$ cat src/rtl/mdu_ctrl_if.sv
// mdu_ctrl_if: issue/result bus between the EX-stage decode path and the multiply/divide controller
//   start/op/src_a/src_b/flush : issuer -> controller
//   stall/busy/done/hi/lo      : controller -> issuer
interface mdu_ctrl_if;
  logic        start;
  logic [1:0]  op;
  logic [31:0] src_a;
  logic [31:0] src_b;
  logic        flush;
  logic        stall;
  logic        busy;
  logic        done;
  logic [31:0] hi;
  logic [31:0] lo;
  modport master (output start, op, src_a, src_b, flush, input stall, busy, done, hi, lo);
  modport slave  (input start, op, src_a, src_b, flush, output stall, busy, done, hi, lo);
endinterface

$ cat src/rtl/mdu_ctrl.sv
// mdu_ctrl: multi-cycle MULT/MULTU/DIV/DIVU sequencer producing the {hi,lo} result and a pipeline stall
//   clk    : core clock
//   resetn : synchronous active-low reset
//   m      : slave side of mdu_ctrl_if (start/op/src_a/src_b/flush in; stall/busy/done/hi/lo out)
module mdu_ctrl #(
  parameter int DIV_ITERS = 32
) (
  input logic clk,
  input logic resetn,
  mdu_ctrl_if.slave m
);
  localparam int CW = $clog2(DIV_ITERS);
  typedef enum logic [1:0] {IDLE, MUL, DIV, DONE} state_t;
  state_t state, state_n;
  logic [CW-1:0] cnt;
  logic [1:0] op_q;
  logic [31:0] a_q, b_q, quo, rem, b_mag, quo_n, rem_n;
  logic [32:0] shl;
  logic signed [32:0] ma, mb;
  logic signed [63:0] prod;
  logic [63:0] res;
  logic accept, sgn, ge, last;
  assign sgn = ~op_q[0];
  assign accept = state == IDLE && m.start && !m.flush;
  assign last = cnt == CW'(DIV_ITERS - 1);
  assign m.busy = state == MUL || state == DIV;
  assign m.done = state == DONE;
  assign m.stall = accept || m.busy;
  always_comb begin
    b_mag = sgn && b_q[31] ? -b_q : b_q;
    shl = {rem, quo[31]};
    ge = shl >= {1'b0, b_mag};
    rem_n = ge ? 32'(shl - {1'b0, b_mag}) : shl[31:0];
    quo_n = {quo[30:0], ge};
    ma = {sgn & a_q[31], a_q};
    mb = {sgn & b_q[31], b_q};
    prod = 64'(ma) * 64'(mb);
    // divide by zero bypasses sign fix-up: hi returns the raw dividend
    res = !op_q[1] ? prod :
          b_q == '0 ? {a_q, 32'hFFFF_FFFF} :
          {sgn && a_q[31] ? -rem_n : rem_n, sgn && (a_q[31] ^ b_q[31]) ? -quo_n : quo_n};
    state_n = m.flush ? IDLE :
              state == IDLE ? (m.start ? (m.op[1] ? DIV : MUL) : IDLE) :
              state == MUL ? DONE :
              state == DIV ? (last ? DONE : DIV) : IDLE;
  end
  always_ff @(posedge clk) begin
    if (!resetn) begin
      state <= IDLE;
      cnt <= '0;
      op_q <= '0;
      a_q <= '0;
      b_q <= '0;
      quo <= '0;
      rem <= '0;
      m.hi <= '0;
      m.lo <= '0;
    end else begin
      state <= state_n;
      cnt <= state == DIV && !m.flush ? cnt + CW'(1) : '0;
      if (accept) begin
        op_q <= m.op;
        a_q <= m.src_a;
        b_q <= m.src_b;
        quo <= !m.op[0] && m.src_a[31] ? -m.src_a : m.src_a;
        rem <= '0;
      end
      if (state == DIV) begin
        rem <= rem_n;
        quo <= quo_n;
      end
      if (state_n == DONE) {m.hi, m.lo} <= res;
    end
  end
endmodule

$ cat src/flat_wrapper.sv
// flat-port wrapper written by rule: the top's interface ports become plain ports
module mdu_ctrl_flat 
#(
  parameter int DIV_ITERS = 32
)
  (clk, resetn, m_start, m_op, m_src_a, m_src_b, m_flush, m_stall, m_busy, m_done, m_hi, m_lo);
  mdu_ctrl_if m_i ();
  input logic clk;
  input logic resetn;
  input wire logic [$bits(m_i.start)-1:0] m_start;
  input wire logic [$bits(m_i.op)-1:0] m_op;
  input wire logic [$bits(m_i.src_a)-1:0] m_src_a;
  input wire logic [$bits(m_i.src_b)-1:0] m_src_b;
  input wire logic [$bits(m_i.flush)-1:0] m_flush;
  output wire logic [$bits(m_i.stall)-1:0] m_stall;
  output wire logic [$bits(m_i.busy)-1:0] m_busy;
  output wire logic [$bits(m_i.done)-1:0] m_done;
  output wire logic [$bits(m_i.hi)-1:0] m_hi;
  output wire logic [$bits(m_i.lo)-1:0] m_lo;
  assign m_i.start = m_start;
  assign m_i.op = m_op;
  assign m_i.src_a = m_src_a;
  assign m_i.src_b = m_src_b;
  assign m_i.flush = m_flush;
  assign m_stall = m_i.stall;
  assign m_busy = m_i.busy;
  assign m_done = m_i.done;
  assign m_hi = m_i.hi;
  assign m_lo = m_i.lo;
  mdu_ctrl #(.DIV_ITERS(DIV_ITERS)) u_core (.clk(clk), .resetn(resetn), .m(m_i));
endmodule
$ cat config.mk
export PLATFORM = sky130hd
export DESIGN_NAME = mdu_ctrl_flat
export DESIGN_NICKNAME = d
export VERILOG_FILES = /design/src/rtl/mdu_ctrl_if.sv /design/src/rtl/mdu_ctrl.sv /design/src/flat_wrapper.sv
export SDC_FILE = /design/constraint.sdc
export NUM_CORES = 2
export LEC_CHECK = 0
export CORE_AREA = 8 8 559 286
export CTS_BUF_LIST = sky130_fd_sc_hd__clkbuf_4 sky130_fd_sc_hd__clkbuf_8
export CTS_CLUSTER_SIZE = 14
export DETAILED_ROUTE_END_ITERATION = 7
export DIE_AREA = 0 0 567 294
export GPL_ROUTABILITY_DRIVEN = 0
export PLACE_DENSITY = 0.59
export SLEW_MARGIN = 20
export SYNTH_ARGS = -nofsm -noshare
export SYNTH_HDL_FRONTEND = slang
export SYNTH_SLANG_ARGS = --single-unit
$ cat constraint.sdc
create_clock -name clk -period 22.1 [get_ports clk]
set_input_delay 3.315 -clock clk [delete_from_list [all_inputs] [get_ports clk]]
set_output_delay 3.315 -clock clk [all_outputs]
set_load 0.01 [all_outputs]
==> metrics <==
Pins Over Slew Limit=0; Seq/Total Area, Yosys=7.83%; Die Y-Extent=294 um; fin crit share=45.5%; CP bufs+invs=6; std cell rows=102; Total Neg Setup Slack=0 ns; Max Clk Rate=99.5 MHz; TritonCTS Buffers=26; Yosys Warn Count=0; crit path kind=reg -> reg; Layout Cells excl Fill=7,881; first-pass GRT wire length=274 mm; Synth Instances=5,951; crit end category=flop; worst path arrival time=10.62 ns; RSZ-0062 raised after global routing=no; CP startpoint kind=flop; Synth top area share=43.9%; Routed WL=179 mm; Worst-Margin Slew=1.13 ns; dpl hpwl=137 mm; reg-to-reg critical path startpoint=u_core.op_q[0]$_SDFFE_PN0P_; Core Region=153,000 um2; Final Setup Violations=0; hold buffers post-CTS=0; syn_nets=7,401; min Tclk post-route=10.05 ns; Crit Path Max Fanout=22; Leakage Power=25.6 nW; worst reg-to-reg setup slack=12.05 ns; Pre-Repair DR Iteration Count=6; Peak VDD IR=0.0441 mV; largest net degree at the start of global routing=98; routed vias=41,600; critical path required time=22.67 ns; FILL cells=15,700; Crit-path slowest cell=fa_1; mean routed wirelength per cell=22.7 um; CTS tree=done; # Post-CTS Setup Buffers=0; Layout area overhead=7.52%; chip width=567 um; Reg2Reg Capture Point=u_core.m.hi[24]$_SDFFE_PN0N_; Setup WS post-layout=12.05 ns; Placed Cells=7,829; Async SR Flop Fraction=0%; die area=167,000 um2; Worst-path clk slew=0.09 ns; area of the multi-input gates=41,600 um2; total grt overflow=0; worst relative slew slack=24.1%; status=completed; instance count on the critical path=29; DRC errors left=0; most frequent CP cell=fa_1; top cells by area, synth=fa_1 (44%), inv_1 (8.4%), dfxtp_1 (7.8%); Mapped Area=51,400 um2; DR iter-0 viols=4,481; Worst Reg-to-Reg Cells=29; CP delay by family, top=adder cells; initial core utilization=33.6%; worst slack, placed=12.24 ns; port bufs=136; register area=4040 um2; Hold Fails Final Rpt=0; Hold Crit Class=reg -> reg; clock buffer depth=3; post-DR vias/cell=5.28; root buf cell=clkbuf_8; H-Tree Depth=1; Yosys reg bits=201; clk sinks=201; IO Pins=137; vias in the first global route=42,500; Layout Skew=0.0435 ns; PostCTS Resize Cnt=0; Setup crit end=u_core.m.hi[24]$_SDFFE_PN0N_; area leader, netlist=fa_1; Tot GR Track Use=21.4%; worst-skew pair later-pin latency=0.71 ns; initial antenna violation count=7; maxcap violations=0; Worst path max stage delay=0.59 ns; CP startpoint=u_core.op_q[0]$_SDFFE_PN0P_; # nets final=7,280; Synth Area per Inst=8.63 um2; Power Density=28.3 nW/um2; Post-synth EDFFs=0; post-synth cell types=97; layout cells sized above 1=3.75%; Top FF cell, synth=dfxtp_1; Antenna Violating Nets Remaining=0
-- Yosys cell counts (15+ instances only) --
library cell and number:
inv_1 1154, fa_1 1126, nand2_1 1017, and2_1 374
clkbuf_1 321, ha_1 254, dfxtp_1 201, a21oi_1 169
nor2_1 158, o21ai_0 142, xnor2_1 126, a21boi_0 96
xor2_1 83, a21o_1 58, nor2b_1 48, buf_1 44
nor3_1 44, o211ai_1 44, nand3_1 37, a31oi_1 34
a211oi_1 33, nand2b_1 28, o221ai_1 27, buf_2 25
o31ai_1 23, mux2i_1 22, and3_1 21, or3_1 19
nand4_1 15, o21a_1 15
-- stage by stage --
| step | instance area, um2 | power [mW] | utilization [%] | hold WS (ns) |
|---|---|---|---|---|
| after floorplan | 51400 | 0.918 | - | 0.433 |
| after detailed placement | 54600 | 1.18 | 35.8 | 0.444 |
| after global placement | 54600 | 1.17 | 35.8 | 0.443 |
| after global routing | 55200 | 1.64 | 36.2 | 0.475 |
| final | 55300 | 1.56 | 36.2 | 0.462 |
| after CTS | 55200 | 1.54 | 36.1 | 0.457 |
-- worst min path at each step --
stage / start / to / slack [ns] / depth (start not counted)
after floorplan: u_core.cnt[0]$_SDFF_PN0_ / u_core.cnt[0]$_SDFF_PN0_ / 0.43 / 1
after global placement: u_core.m.lo[27]$_SDFFE_PN0N_ / u_core.m.lo[27]$_SDFFE_PN0N_ / 0.44 / 2
after detailed placement: u_core.m.lo[17]$_SDFFE_PN0N_ / u_core.m.lo[17]$_SDFFE_PN0N_ / 0.44 / 2
after CTS: u_core.m.lo[17]$_SDFFE_PN0N_ / u_core.m.lo[17]$_SDFFE_PN0N_ / 0.46 / 2
after global routing: u_core.cnt[0]$_SDFF_PN0_ / u_core.cnt[0]$_SDFF_PN0_ / 0.47 / 1
final: u_core.m.lo[17]$_SDFFE_PN0N_ / u_core.m.lo[17]$_SDFFE_PN0N_ / 0.46 / 2
-- worst min-delay path, delay by kind of cell, from the launching register on --
kind | cells | cell delay, ns
simple gates | 2 | 0.09
flops | 1 | 0.33
-- cell usage in the layout, fill, tap and decap left out, types with 45 or more instances in the layout --
cell / n
inv_1: 1154
fa_1: 1126
nand2_1: 1017
and2_1: 374
ha_1: 253
dfxtp_1: 189
a21oi_1: 169
nor2_1: 157
o21ai_0: 142
clkdlybuf4s50_1: 135
xnor2_1: 126
buf_4: 110
a21boi_0: 96
xor2_1: 83
a21o_1: 58
nor2b_1: 45
-- power by group --
group	switching [mW]	total (mW)	internal, mW
logic	0.526	0.802	0.275
clock network	0.195	0.365	0.170
registers	0.0211	0.395	0.374
-- registers in the layout (all words and copies together), names as in the netlist --
signal / count
u_core.a_q: 32
u_core.op_q: 2
u_core.quo: 32
u_core.m.hi: 32
u_core.m.lo: 32
u_core.b_q: 32
u_core.cnt: 5
u_core.state: 2
u_core.rem: 32
-- area by class of cell --
class	instances	area share (%)
diodes	6	0.0272
clock buffers	36	0.829
clock inverters	9	0.229
inverters	1155	7.85
multi-input cells	4201	75.2
flip-flops and latches	201	7.31
well taps	2028	4.59
repair buffers	245	3.94
-- metal layers --
layer	GRT usage, %	vias to the layer above	part of all wire (%)
met5	0.0861	-	0.0050
met4	3.92	2	2.1
li1	-	17800	-
met1	32.5	21200	45
met3	8.19	239	15
met2	28.5	2401	38
-- kinds of logic (layout without fill, tap and decap cells) --
kind of cell             Yosys count  in the layout  share of synthesized area (%)
other                              0              6                              0
adder cells (fa/ha/maj)         1380           1380                           50.1
buffers and inverters           1549           1445                           11.4
XOR/XNOR                         210            210                           3.59
AND/OR/NAND/NOR                 1823           1823                           16.5
flip-flops                       201            201                           7.83
AO/OA/AOI/OAI                    762            762                           10.1
multiplexers                      26             26                          0.526
(Power assumes the default switching activity.)
